$ cat src/rtl/div_seq_if.sv
// Handshake and operand/result bundle between the execute stage and the sequential divider.
//   master: drives start/dividend/divisor, observes results and status
//   slave : the divider side
interface div_seq_if #(
    parameter int unsigned WIDTH = 32
);
    logic             start;
    logic [WIDTH-1:0] dividend;
    logic [WIDTH-1:0] divisor;
    logic [WIDTH-1:0] quotient;
    logic [WIDTH-1:0] remainder;
    logic             exception;
    logic             result_rdy;
    logic             busy;

    modport master (
        output start, dividend, divisor,
        input  quotient, remainder, exception, result_rdy, busy
    );

    modport slave (
        input  start, dividend, divisor,
        output quotient, remainder, exception, result_rdy, busy
    );
endinterface

$ cat src/rtl/div_seq.sv
// Sequential signed divider: restoring shift-subtract, one quotient bit per cycle.
// Latency is WIDTH+1 cycles from the accepting edge, independent of operands.
// Ports:
//   clock  : rising-edge clock
//   resetn : asynchronous active-low reset
//   dif    : slave side of div_seq_if (start, operands in; quotient, remainder,
//            exception, result_rdy, busy out -- all outputs registered)
module div_seq #(
    parameter int unsigned WIDTH = 32
) (
    input  logic      clock,
    input  logic      resetn,
    div_seq_if.slave  dif
);
    localparam int unsigned CW = $clog2(WIDTH) + 1;

    typedef enum logic [1:0] {
        IDLE = 2'd0,
        ITER = 2'd1,
        FIX  = 2'd2
    } state_t;

    state_t state, state_n;

    logic [WIDTH-1:0] quo;
    logic [WIDTH-1:0] rem;
    logic [WIDTH-1:0] dsr;
    logic [CW-1:0]    cnt;
    logic             neg_q;
    logic             neg_r;
    logic             dz;
    logic             ov;

    logic [WIDTH-1:0] quotient_q;
    logic [WIDTH-1:0] remainder_q;
    logic             exception_q;
    logic             result_rdy_q;
    logic             busy_q;

    logic [WIDTH-1:0] rem_sh;
    logic [WIDTH-1:0] quo_sh;
    logic             take;
    logic [WIDTH-1:0] abs_a;
    logic [WIDTH-1:0] abs_b;
    logic [WIDTH-1:0] int_min;
    logic [WIDTH-1:0] q_fix;
    logic [WIDTH-1:0] r_fix;

    // State register
    always_ff @(posedge clock or negedge resetn) begin
        if (!resetn) begin
            state <= IDLE;
        end else begin
            state <= state_n;
        end
    end

    // Next-state logic
    always_comb begin
        state_n = state;
        case (state)
            IDLE:    if (dif.start) state_n = ITER;
            ITER:    if (cnt == CW'(WIDTH - 1)) state_n = FIX;
            FIX:     state_n = IDLE;
            default: state_n = IDLE;
        endcase
    end

    // Operand magnitudes, one restoring step, and sign correction
    always_comb begin
        int_min = {1'b1, {(WIDTH-1){1'b0}}};
        abs_a   = dif.dividend[WIDTH-1] ? -dif.dividend : dif.dividend;
        abs_b   = dif.divisor[WIDTH-1]  ? -dif.divisor  : dif.divisor;
        // rem < |divisor| <= 2^(WIDTH-1), so the shifted value still fits WIDTH bits
        rem_sh  = {rem[WIDTH-2:0], quo[WIDTH-1]};
        quo_sh  = {quo[WIDTH-2:0], 1'b0};
        take    = (rem_sh >= dsr);
        q_fix   = neg_q ? -quo : quo;
        r_fix   = neg_r ? -rem : rem;
    end

    // Datapath and registered outputs
    always_ff @(posedge clock or negedge resetn) begin
        if (!resetn) begin
            quo          <= '0;
            rem          <= '0;
            dsr          <= '0;
            cnt          <= '0;
            neg_q        <= 1'b0;
            neg_r        <= 1'b0;
            dz           <= 1'b0;
            ov           <= 1'b0;
            quotient_q   <= '0;
            remainder_q  <= '0;
            exception_q  <= 1'b0;
            result_rdy_q <= 1'b0;
            busy_q       <= 1'b0;
        end else begin
            result_rdy_q <= (state == FIX);
            busy_q       <= (state_n != IDLE);
            case (state)
                IDLE: begin
                    if (dif.start) begin
                        quo   <= abs_a;
                        dsr   <= abs_b;
                        rem   <= '0;
                        cnt   <= '0;
                        neg_q <= dif.dividend[WIDTH-1] ^ dif.divisor[WIDTH-1];
                        neg_r <= dif.dividend[WIDTH-1];
                        dz    <= (dif.divisor == '0);
                        ov    <= (dif.dividend == int_min) && (dif.divisor == '1);
                    end
                end
                ITER: begin
                    rem <= take ? (rem_sh - dsr) : rem_sh;
                    quo <= {quo_sh[WIDTH-1:1], take};
                    cnt <= cnt + CW'(1);
                end
                FIX: begin
                    // Divide by zero leaves rem = |dividend|, which r_fix restores to the dividend
                    quotient_q  <= dz ? '0 : q_fix;
                    remainder_q <= r_fix;
                    exception_q <= dz | ov;
                end
                default: ;
            endcase
        end
    end

    assign dif.quotient   = quotient_q;
    assign dif.remainder  = remainder_q;
    assign dif.exception  = exception_q;
    assign dif.result_rdy = result_rdy_q;
    assign dif.busy       = busy_q;
endmodule

$ cat src/flat_wrapper.sv
// flat-port wrapper written by rule: the top's interface ports become plain ports
module div_seq_flat 
#(
    parameter int unsigned WIDTH = 32
)
  (clock, resetn, dif_start, dif_dividend, dif_divisor, dif_quotient, dif_remainder, dif_exception, dif_result_rdy, dif_busy);
  div_seq_if #(.WIDTH(WIDTH)) dif_i ();
  input  logic clock;
  input  logic resetn;
  input wire logic [$bits(dif_i.start)-1:0] dif_start;
  input wire logic [$bits(dif_i.dividend)-1:0] dif_dividend;
  input wire logic [$bits(dif_i.divisor)-1:0] dif_divisor;
  output wire logic [$bits(dif_i.quotient)-1:0] dif_quotient;
  output wire logic [$bits(dif_i.remainder)-1:0] dif_remainder;
  output wire logic [$bits(dif_i.exception)-1:0] dif_exception;
  output wire logic [$bits(dif_i.result_rdy)-1:0] dif_result_rdy;
  output wire logic [$bits(dif_i.busy)-1:0] dif_busy;
  assign dif_i.start = dif_start;
  assign dif_i.dividend = dif_dividend;
  assign dif_i.divisor = dif_divisor;
  assign dif_quotient = dif_i.quotient;
  assign dif_remainder = dif_i.remainder;
  assign dif_exception = dif_i.exception;
  assign dif_result_rdy = dif_i.result_rdy;
  assign dif_busy = dif_i.busy;
  div_seq #(.WIDTH(WIDTH)) u_core (.clock(clock), .resetn(resetn), .dif(dif_i));
endmodule
$ cat config.mk
export PLATFORM = sky130hd
export DESIGN_NAME = div_seq_flat
export DESIGN_NICKNAME = d
export VERILOG_FILES = /design/src/rtl/div_seq_if.sv /design/src/rtl/div_seq.sv /design/src/flat_wrapper.sv
export SDC_FILE = /design/constraint.sdc
export NUM_CORES = 1
export LEC_CHECK = 0
export BUFFER_PORTS_ARGS = -buffer_cell sky130_fd_sc_hd__buf_2
export CORE_MARGIN = 1
export CORE_UTILIZATION = 55
export CTS_CLUSTER_DIAMETER = 80
export DETAILED_ROUTE_END_ITERATION = 8
export GPL_ROUTABILITY_DRIVEN = 0
export GPL_TIMING_DRIVEN = 1
export PLACE_DENSITY = 0.83
export SYNTH_ARGS = -nofsm -noshare
export SYNTH_HDL_FRONTEND = slang
export SYNTH_SLANG_ARGS = --single-unit
$ cat constraint.sdc
create_clock -name clock -period 4.3 [get_ports clock]
set_input_delay 0.43 -clock clock [delete_from_list [all_inputs] [get_ports clock]]
set_output_delay 0.43 -clock clock [all_outputs]
set_load 0.05 [all_outputs]
== Yosys cells after proc, flatten, opt, wreduce, memory -nomap -nowiden ==
Cells that the tools add are included.
Widths: inputs -> output; s select.

* Register bits: 175
* Output and inout bits: 67
* Logic and storage cells: 51

* $add $sub $neg: 6
* $lt $le $gt $ge: 1
* Equality and inequality tests: 6
* Muxes and demuxes: 15
* Bitwise logic cells: 2
* Reductions and logical operators: 7

{| class="wikitable"
|+ Operators with widths
! kind !! number
|-
| $mux 32 || 8
|-
| $neg 32->32 || 4
|-
| $pmux 32 s2 || 2
|-
| $eq 32x32->1 const B || 2
|-
| $ge 32x32->1 || 1
|-
| $logic_not 32->1 || 1
|-
| $sub 32x32->32 || 1
|-
| $pmux 6 s2 || 1
|-
| $add 6x1->6 const B || 1
|-
| $eq 6x5->1 const B || 1
|-
| $mux 6 || 1
|-
| $mux 2 || 2
|-
| $pmux 2 s2 || 1
|-
| $reduce_and 2->1 || 2
|-
| $reduce_bool 2->1 || 2
|-
| $eq 2x1->1 const B || 1
|-
| $eq 2x2->1 const B || 1
|-
| $logic_not 2->1 || 1
|-
| $ne 2x2->1 const B || 1
|-
| $logic_and 1x1->1 || 1
|-
| $or 1x1->1 || 1
|-
| $xor 1x1->1 || 1
|}

== Depth between registers and ports, before layout ==
Gate-level depths: netlist of the first run.

* Word-level depth: 4
* Depth in mapped cells: 14
* Gate-level depth less buffers: 12

== Worst setup path after synthesis of the first run ==
No wires, ideal clock.

* Path kind: input port to flip-flop
* Start point: in dif_divisor[8]
* End point: reg u_core.dsr[26]
* Arrival time: 3.310 ns
* Path slack: 0.861 ns
* Stages on the path: 9
* Path buffers: 0
* Cell sequence: or4_4 -> or3_1 -> or2_1 -> or4b_4 -> or4_1 -> or4_4 -> o31ai_4 -> xor2_1 -> o21ai_1

* Longest elaborated chain between the ends: 2

{| class="wikitable"
|+ Ends and longest elaborated chain
! element !! line !! source
|-
| start: declaration || flat_wrapper.sv:12 || <nowiki>input wire logic [$bits(dif_i.divisor)-1:0] dif_divisor;</nowiki>
|-
| $neg 32->32 || div_seq.sv:73 || <nowiki>abs_b = dif.divisor[WIDTH-1] ? -dif.divisor : dif.divisor;</nowiki>
|-
| $mux 32 || div_seq.sv:73 ||
|-
| end signal: assignment || div_seq.sv:105 || <nowiki>dsr <= abs_b;</nowiki>
|-
| end: declaration || div_seq.sv:27 || <nowiki>logic [WIDTH-1:0] dsr;</nowiki>
|}

No other way between the ends.
A chain may end at the register's enable or synchronous reset.

== Worst setup path in the final report of the first run ==
* Start point: reg u_core.quo[2]
* End point: reg u_core.quotient_q[31] (netlist: u_core.dif.quotient[31])

* Longest elaborated chain between the ends: 3

{| class="wikitable"
|+ Ends and longest elaborated chain
! element !! line !! source
|-
| start: declaration || div_seq.sv:25 || <nowiki>logic [WIDTH-1:0] quo;</nowiki>
|-
| start signal: assignment || div_seq.sv:104 || <nowiki>quo <= abs_a;</nowiki>
|-
| start signal: assignment || div_seq.sv:116 || <nowiki>quo <= {quo_sh[WIDTH-1:1], take};</nowiki>
|-
| $neg 32->32 || div_seq.sv:78 || <nowiki>q_fix = neg_q ? -quo : quo;</nowiki>
|-
| $mux 32 || div_seq.sv:78 ||
|-
| $mux 32 || div_seq.sv:121 || <nowiki>quotient_q <= dz ? '0 : q_fix;</nowiki>
|-
| end signal: assignment || div_seq.sv:121 ||
|-
| end: declaration || div_seq.sv:34 || <nowiki>logic [WIDTH-1:0] quotient_q;</nowiki>
|}

No other way between the ends.

==> impl_summary.md, run 1 <==
Status
The flow ran to the end, and the final reports show no timing, DRC or antenna violations.

CTS
The total of cells resized after clock tree synthesis is 0. The cell chosen for the clock root is clkbuf_16. The number of sinks driven by the clock tree is 175. The source-to-sink clock delay at the later pin of the worst-skew pair is roughly 0.44 ns. After clock tree synthesis, the flow added hold-fix buffers numbering 0. TritonCTS built the clock tree. No sink is reached through more buffers than the 2 on the longest clock path. Clock-pin slew was measured on the worst setup and hold paths at approximately 0.08 ns.

The TritonCTS buffer count is 17. After clock tree synthesis, the setup repair step added 0 buffers. The H-tree depth reported by CTS is 4.

Placement
The worst setup timing slack at the placement stage is approximately 0.5 ns. The HPWL after detailed placement is between 20000 and 25000 um. The count of input and output buffers is between 100 and 150.

Cells and area
Compared with the post-synthesis result, the final layout area differs by 13.0%. The number of filler cells placed in the layout is 1652. The share of post-route cells with drive strength above 1 is 14.1%.

The number of nets in the layout is between 1000 and 1500. The count of inserted antenna diode cells is 0.

Detailed routing
The count of antenna-violating nets left after detailed routing is 0. The average detailed-routed wire length per instance is about 17 um. The remaining design rule violation count is 0. The post-detailed-routing wire length is approximately 28000 um. In the routed layout, each cell is associated on average with a via count of around 6.1. The via count of the routed design is 9951. After the first detailed-routing iteration, the DRC count stood at roughly 840. Before antenna repair, the detailed router went through 5 iterations.

Timing
In the final timing run, aggregate negative setup slack is 0 ns. The largest clock skew in the final design is about 0.0084 ns. The count of pins over their slew limit was 0. The worst path in the final design needs a cycle of 3.48 ns, including I/O delays and setup. At the pin with the least slew margin, the transition time is ~1.2 ns. The worst-case headroom to the max-slew limit is 23.1%. Setup violations remaining at the end of the flow were counted as 0. Across all setup checks in the final design, the least slack found is around 0.8 ns. For this run, the top clock speed supported by timing is approximately 290 MHz. The count of endpoints failing hold in the final timing report is 0. Dividing the final minimum period by the clock period gives 81.0%. Setup repair after global routing left no endpoint under its margin.

Setup path
The required time of the critical path is 4.63 ns. The depth of the most critical reg-to-reg path is 9. The setup slack of the worst register-to-register path is approximately 0.82 ns. In this run the critical register-to-register path is launched from u_core.quo[2]. The nature of the critical path endpoint is a register. By startpoint and endpoint, the worst setup path is classified as reg2reg.

Data arrives at the worst endpoint at ~3.8 ns. In this run the critical register-to-register path is captured at u_core.dif.quotient[31]. Along the worst path, the maximum fanout reaches 6. The worst setup path is launched from a register.

Logic synthesis
The adder-cell share of the synthesized area is ~4.4%. The number of enable flip-flop cells after synthesis is 0. The post-synth net total is roughly 1400. The dominant combinational cell family by area after synthesis is compound AO/OA/AOI/OAI gates. Sequential cells were found to cover 39.2% of the synthesized design area.

Summing every instance area after synthesis gives about 0.011 mm^2. The fraction of synthesized cell area taken by the top area cell type is 39.2%. The mean cell area of the mapped netlist is between 8 and 9 um^2. Synthesis produced a netlist whose cell count is ~1300. The synthesized netlist devotes approximately 11% of its cell area to XOR and XNOR gates. The Yosys warning count is 0. The number of storage elements in the synthesis netlist is between 150 and 200.

Summing the areas of all compound-gate instances in the mapped netlist gives 24.9% of the synthesized area. Of the total synthesized cell area, the portion taken by AND, OR, NAND and NOR gates is between 10% and 20%. Among all flip-flop cells after synthesis, the most frequent one is dfrtp_1.

By area the synthesized netlist is led by dfrtp_1 39%, o21ai_0 7.6%, xor2_1 6.9%. The count of cell types in the netlist is between 60 and 70. The biggest area contributor in the post-synthesis netlist is dfrtp_1. The fraction of synthesized area in multiplexers is less than 1%. Counting flops with an async set or reset pin after synthesis yields a share of between 90% and 100%.

Pwr
The sum of internal, switching and leakage power is roughly 10 mW. The leakage power total is approximately 5.7 nW. The cell area power density is 812 mW/mm^2.

The worst-case vdd ir drop is just under 0.4 mV.

Global route
The number of global-route vias before repair is between 8000 and 9000. The global-route wire length before repair is between 40000 and 50000 um. The residual overflow from global routing is 0. The initial antenna violation count is 1.

Global routing consumed, over all layers together, 28.0% of the routing resources. The maximum number of pins on one net before global-route repair is roughly 100.

Floorplan
The standard cell core area is between 0.015 and 0.02 mm^2. The floorplan step set the die height to 144 um. Once the floorplan was initialized, standard cells occupied 56.8% of the core.

The number of placed I/O pins is about 130. Row generation in the floorplan step produced 51 rows. The floorplan step defined a die boundary enclosing around 0.021 mm^2.

The overall die width is 144 um.

Job
Max-cap violations in this run came to 0.

Worst hold path
The classification of the worst-slack hold path is in2async.
cell usage in the layout (no fill, tap or decap), drive strengths merged, types with 24 or more instances in the layout:
cell type / netlist / routed
xor2: 88 / 88
ha: 38 / 38
a21oi: 50 / 50
o31ai: 36 / 36
a22o: 33 / 33
nand2: 154 / 154
o21ai: 175 / 175
xnor2: 55 / 55
nor2: 62 / 62
dfrtp: 175 / 175
a22oi: 39 / 39
inv: 52 / 61
buf: 5 / 142
a21o: 24 / 24
worst max-delay path, cell delays in order, from the launching register on:
cell and delay (ns):
dfrtp_1 0.45, or3_1 0.43, nor4_1 0.31, nand2_1 0.19
or3_1 0.44, or4_1 0.43, or4_1 0.50, o31ai_1 0.31
xnor2_1 0.10, a22o_1 0.20
cells in the mapped netlist (2+ instances only):
cell / instances
nand2_1: 154
o21a_1: 4
nor2_1: 62
and3_1: 3
o21ai_1: 6
nor4_1: 13
a22oi_1: 39
o41ai_1: 20
a21oi_1: 50
or3_1: 18
nand2b_1: 14
mux2i_1: 9
or4_1: 16
and4_1: 2
a32oi_1: 9
a21o_1: 24
nand4_1: 20
nand3b_1: 2
clkbuf_1: 68
o211ai_1: 5
xor2_1: 88
o31ai_1: 35
a221oi_1: 3
ha_1: 38
xnor2_1: 55
nand3_1: 15
nor2b_1: 6
o21bai_1: 2
a31oi_1: 4
or4_4: 2
nor3_1: 17
o311a_1: 2
buf_1: 5
a22o_1: 33
o21ai_0: 169
dfrtp_1: 175
a211oi_1: 3
o22ai_1: 5
inv_1: 52
or2_2: 6
metrics by stage:
step / utilization (%) / cell area, um^2 / instances / hold WS, ns
global route: 64.2 / 12600 / 1643 / 0.145
floorplan: - / 11200 / 1277 / 0.134
global placement: 61.2 / 12000 / 1611 / 0.458
CTS: 64.2 / 12600 / 1643 / 0.108
finish: 64.2 / 12600 / 1643 / 0.0671
detailed placement: 61.2 / 12000 / 1611 / 0.464
where the power goes:
group          switching, mW  internal, mW  leakage (nW)
Combinational           3.25          2.36          3.21
Clock                  0.753         0.783         0.284
Sequential             0.892          2.21          2.25
state kept, by name (all words and copies together), names as in the netlist:
| signal | flops |
|---|---|
| u_core.dif.quotient | 32 |
| u_core.dif.remainder | 32 |
| u_core.dsr | 32 |
| u_core.quo | 32 |
| u_core.rem | 32 |
| u_core.cnt | 6 |
| u_core.state | 2 |
| u_core.dif.busy | 1 |
| u_core.dif.exception | 1 |
| u_core.dif.result_rdy | 1 |
| u_core.dz | 1 |
| u_core.neg_q | 1 |
| u_core.neg_r | 1 |
| u_core.ov | 1 |
final cells by class:
cell class | instances | area, um^2 | area share (%)
Inverter | 53 | 199 | 1.58
Sequential cell | 175 | 4380 | 34.7
Clock buffer | 17 | 425 | 3.37
Tap cell | 265 | 332 | 2.63
Timing Repair Buffer | 142 | 764 | 6.06
Clock inverter | 15 | 166 | 1.32
Multi-Input combinational cell | 976 | 6360 | 50.4
worst max-delay path by stage:
| stage | to | from | slack [ns] |
|---|---|---|---|
| 6_report | u_core.dif.quotient[31] | u_core.quo[2] | 0.82 |
| 5_1_grt | u_core.dif.quotient[31] | u_core.quo[2] | 0.55 |
| 4_1_cts | u_core.dif.quotient[31] | u_core.quo[2] | 0.86 |
| 3_5_place_dp | u_core.dsr[26] | dif_divisor[8] | 0.51 |
| 3_3_place_gp | u_core.dsr[26] | dif_divisor[8] | 0.60 |
| 2_1_floorplan | u_core.dsr[26] | dif_divisor[8] | 0.86 |
layer usage:
layer | vias up | wire, um | track usage [%]
met4 | 2 | 464 | 7.20
met2 | 410 | 12400 | 42.4
met5 | - | 10 | 0
li1 | 4821 | - | -
met3 | 41 | 2230 | 5.10
met1 | 4677 | 13300 | 41.2
cells by family after synthesis:
kind of cell,count (synthesis)
DFF,175
muxes,9
xor gates and xnor gates,143
and+or+nand+nor,356
AOI/OAI and AO/OA,429
buffers and inverters,126
adders and majority gates,39
(Power assumes the default switching activity.)
==> inputs of run 2 (changes only) <==
--- a/config.mk
+++ b/config.mk
@@ -7,12 +7,12 @@
 export LEC_CHECK = 0
 export BUFFER_PORTS_ARGS = -buffer_cell sky130_fd_sc_hd__buf_2
 export CORE_MARGIN = 1
-export CORE_UTILIZATION = 55
+export CORE_UTILIZATION = 54
 export CTS_CLUSTER_DIAMETER = 80
 export DETAILED_ROUTE_END_ITERATION = 8
 export GPL_ROUTABILITY_DRIVEN = 0
 export GPL_TIMING_DRIVEN = 1
-export PLACE_DENSITY = 0.83
+export PLACE_DENSITY = 0.85
 export SYNTH_ARGS = -nofsm -noshare
 export SYNTH_HDL_FRONTEND = slang
 export SYNTH_SLANG_ARGS = --single-unit
==> constraint.sdc (replaced) <==
create_clock -name clock -period 3.2 [get_ports clock]
set_input_delay 0.32 -clock clock [delete_from_list [all_inputs] [get_ports clock]]
set_output_delay 0.32 -clock clock [all_outputs]
set_load 0.05 [all_outputs]
==> impl_summary.md, run 2 (same netlist as run 1, synthesis figures left out) <==
CTS
The number of sinks driven by the clock tree was 175 (unchanged). The number of buffers between clock root and the deepest sink is 2 (unchanged). The H-tree depth reported by CTS is 4 (unchanged). The cell chosen for the clock root is clkbuf_16.

The TritonCTS buffer count is 17 (unchanged). The TritonCTS clock tree is done. The source-to-sink clock delay at the later pin of the worst-skew pair was 0.44 ns (about the same).

The post-CTS clock slew at the launch and capture registers of the worst setup and hold paths is 0.07 ns (about the same).

Placement
The count of input and output buffers came to 133 (unchanged). The half-perimeter wire length after placement is 22000 um (+4.6%). The worst setup timing slack at the placement stage is -0.416 ns (-0.928 ns). The total cell area at the placement stage is 0.0127 mm^2 (+5.3%).

Job
The total of max-cap violations is 0 (unchanged).

Status
The run finished with clean final reports.

Global route
The initial antenna violation count is 1 (unchanged). The maximum number of pins on one net before global-route repair is 99 (-4.8%). The number of global-route vias before repair was 9569 (+6.6%). The residual overflow from global routing came to 0 (unchanged). The global-route wire length before repair was 49100 um (+7.4%). The aggregate global-route resource usage came to 28.7% (+0.67 points).

Floorplan
The overall die width is 146 um (+0.91%). The floorplan die height is 146 um (+0.91%). The number of placed I/O pins is 134 (unchanged). The area of the die is 0.0213 mm^2 (+1.8%). The standard cell core area is 0.0202 mm^2 (+3.0%).

The effective utilization at floorplan is 55.2% (-1.6 points). The number of cell rows is 52 (+2.0%).

Setup path
The required time of the critical path is 3.53 ns (-1.10 ns). STA classifies the critical path endpoint as a register. In this design, the critical path's most frequently occurring cell is or4_4. The data arrival time at the worst-slack endpoint came to 3.46 ns (-0.35 ns). The critical-path maximum fanout was 5 (-1). The combined buffer and inverter count along the critical path is 0 (unchanged). The largest stage delay on the critical path is 0.50 ns (about the same).

The worst setup path is launched from a register. The slowest stage of the critical path is the or4_4 cell. The critical path goes through or3_4 > nor4_4 > nand2_1 > or3_1 > or4_4 > or4_4 > o31ai_4 > xnor2_1 > a22o_1.

The class of the most critical setup path is reg2reg. On the critical path the largest part of the delay comes from simple AND/OR/NAND/NOR gates.

Pwr
The worst-case vdd ir drop came to 0.602 mV (+55%). The leakage power total is 6.19 nW (+7.7%). The cell area power density is 1110 mW/mm^2 (+37%).

Timing
The achievable clock frequency is 320 MHz (+11%). The worst-margin pin slew is 1.20 ns (+0.0478 ns). The total setup violations reported at the end of the flow is 0 (unchanged). The count of endpoints failing hold in the final timing report is 0 (unchanged). Setup repair after global routing could not meet its margin everywhere.

The setup slack after layout is 0.0726 ns (-0.742 ns). The ratio of final minimum period to clock period was 97.7% (+17 points). The clock period minus worst slack was 3.13 ns (-0.358 ns). The worst-case headroom to the max-slew limit is 19.9% (-3.3 points). The largest clock skew in the final design is 0.0131 ns (+0.00473 ns).

The count of pins over their slew limit came to 0 (unchanged).

Detailed routing
The ratio of routed vias to standard cells came to 6.08 (+0.43%). The via count of the routed design is 10572 (+6.2%). The count of antenna-violating nets left after detailed routing is 0 (unchanged). The number of detailed-route iterations in the first pass is 7 (+2). The average detailed-routed wire length per instance is 17.6 um (+1.5%). The number of DRC violations after detailed-routing iteration 0 is 993 (+18%). The remaining design rule violation count is 0 (unchanged). The post-detailed-routing wire length came to 30500 um (+7.3%).

Cells and area
The design area is 0.0134 mm^2 (+6.4%). The area growth from synthesis to layout is 20.3%. The number of nets in the layout is 1561 (+6.1%). The library cells used most frequently in the layout, excluding fill and tap cells, are 173 x dfrtp_1, 166 x o21ai_0, 154 x nand2_1. The share of post-route cells with drive strength above 1 is 20.7% (+6.6 points). The count of inserted antenna diode cells is 0 (unchanged). The library cell used most frequently in the layout, excluding fill and tap cells, is dfrtp_1.

Worst hold path
The classification of the worst-slack hold path is in2reg.
run 2: final cells by class:
type | instances | area [um^2]
clock inverters | 14 | 151
repair buffers | 231 | 1430
multi-input cells | 977 | 6500
clock buffers | 18 | 429
fillers | 1573 | 6800
inverters | 53 | 199
flip-flops and latches | 175 | 4380
well taps | 270 | 338
run 2: path summary, 6_finish.rpt:
check / start / to / slack, ns / cells past startpoint
worst max-delay path: u_core.quo[2] / u_core.dif.quotient[27] / 0.07 / 9
worst min-delay path: dif_dividend[30] / u_core.quo[30] / 0.20 / 3
worst max register to register: u_core.quo[2] / u_core.dif.quotient[27] / 0.07 / 9
worst min register to register: u_core.dif.remainder[7] / u_core.dif.remainder[7] / 0.47 / 2
max in group asynchronous: resetn / u_core.dif.remainder[31] / 1.74 / 3
min in group asynchronous: resetn / u_core.dif.quotient[6] / 0.51 / 2
run 2: repair_timing:
item / CTS / global route
pin swaps: 0 / 4
buffers inserted: 0 / 2
hold buffers: 1 / 0
endpoints found under the hold margin: 80 / 0
resized for setup: 4 / 29
endpoints found under the setup margin: 4 / 38
cloned: 0 / 1
run 2: power by group:
part           switching (mW)  internal (mW)
combinational            5.14           3.91
sequential              0.864           2.98
clock                    1.01           1.04
total                    7.02           7.94
run 2: metrics by stage:
| stage | hold slack [ns] | cells | TNS [ns] | util (%) | total power [mW] |
|---|---|---|---|---|---|
| 2_1_floorplan | 0.0244 | 1277 | -0.357 | - | 9.52 |
| 3_3_place_gp | 0.408 | 1702 | -1.30 | 62.6 | 11.9 |
| 3_5_place_dp | 0.426 | 1702 | -1.85 | 62.6 | 12.3 |
| 4_1_cts | 0.197 | 1735 | 0 | 65.6 | 14.4 |
| 5_1_grt | 0.224 | 1738 | -0.0150 | 66.4 | 16.0 |
| 6_report | 0.199 | 1738 | 0 | 66.4 | 15.0 |
run 2: worst reg2reg max path: stages, from the launching register on:
cell     delay, ns
dfrtp_1       0.38
or3_4         0.41
nor4_4        0.17
nand2_1       0.10
or3_1         0.43
or4_4         0.45
or4_4         0.50
o31ai_4       0.28
xnor2_1       0.09
a22o_1        0.19
run 2: layer usage:
layer  up-vias  share of wire (%)  track usage, %
li1       5019                  -               -
met1      5030                 46            43.7
met2       471                 43            40.5
met3        52                8.9            5.58
met4         0                2.1            9.74
met5         -                  0               0
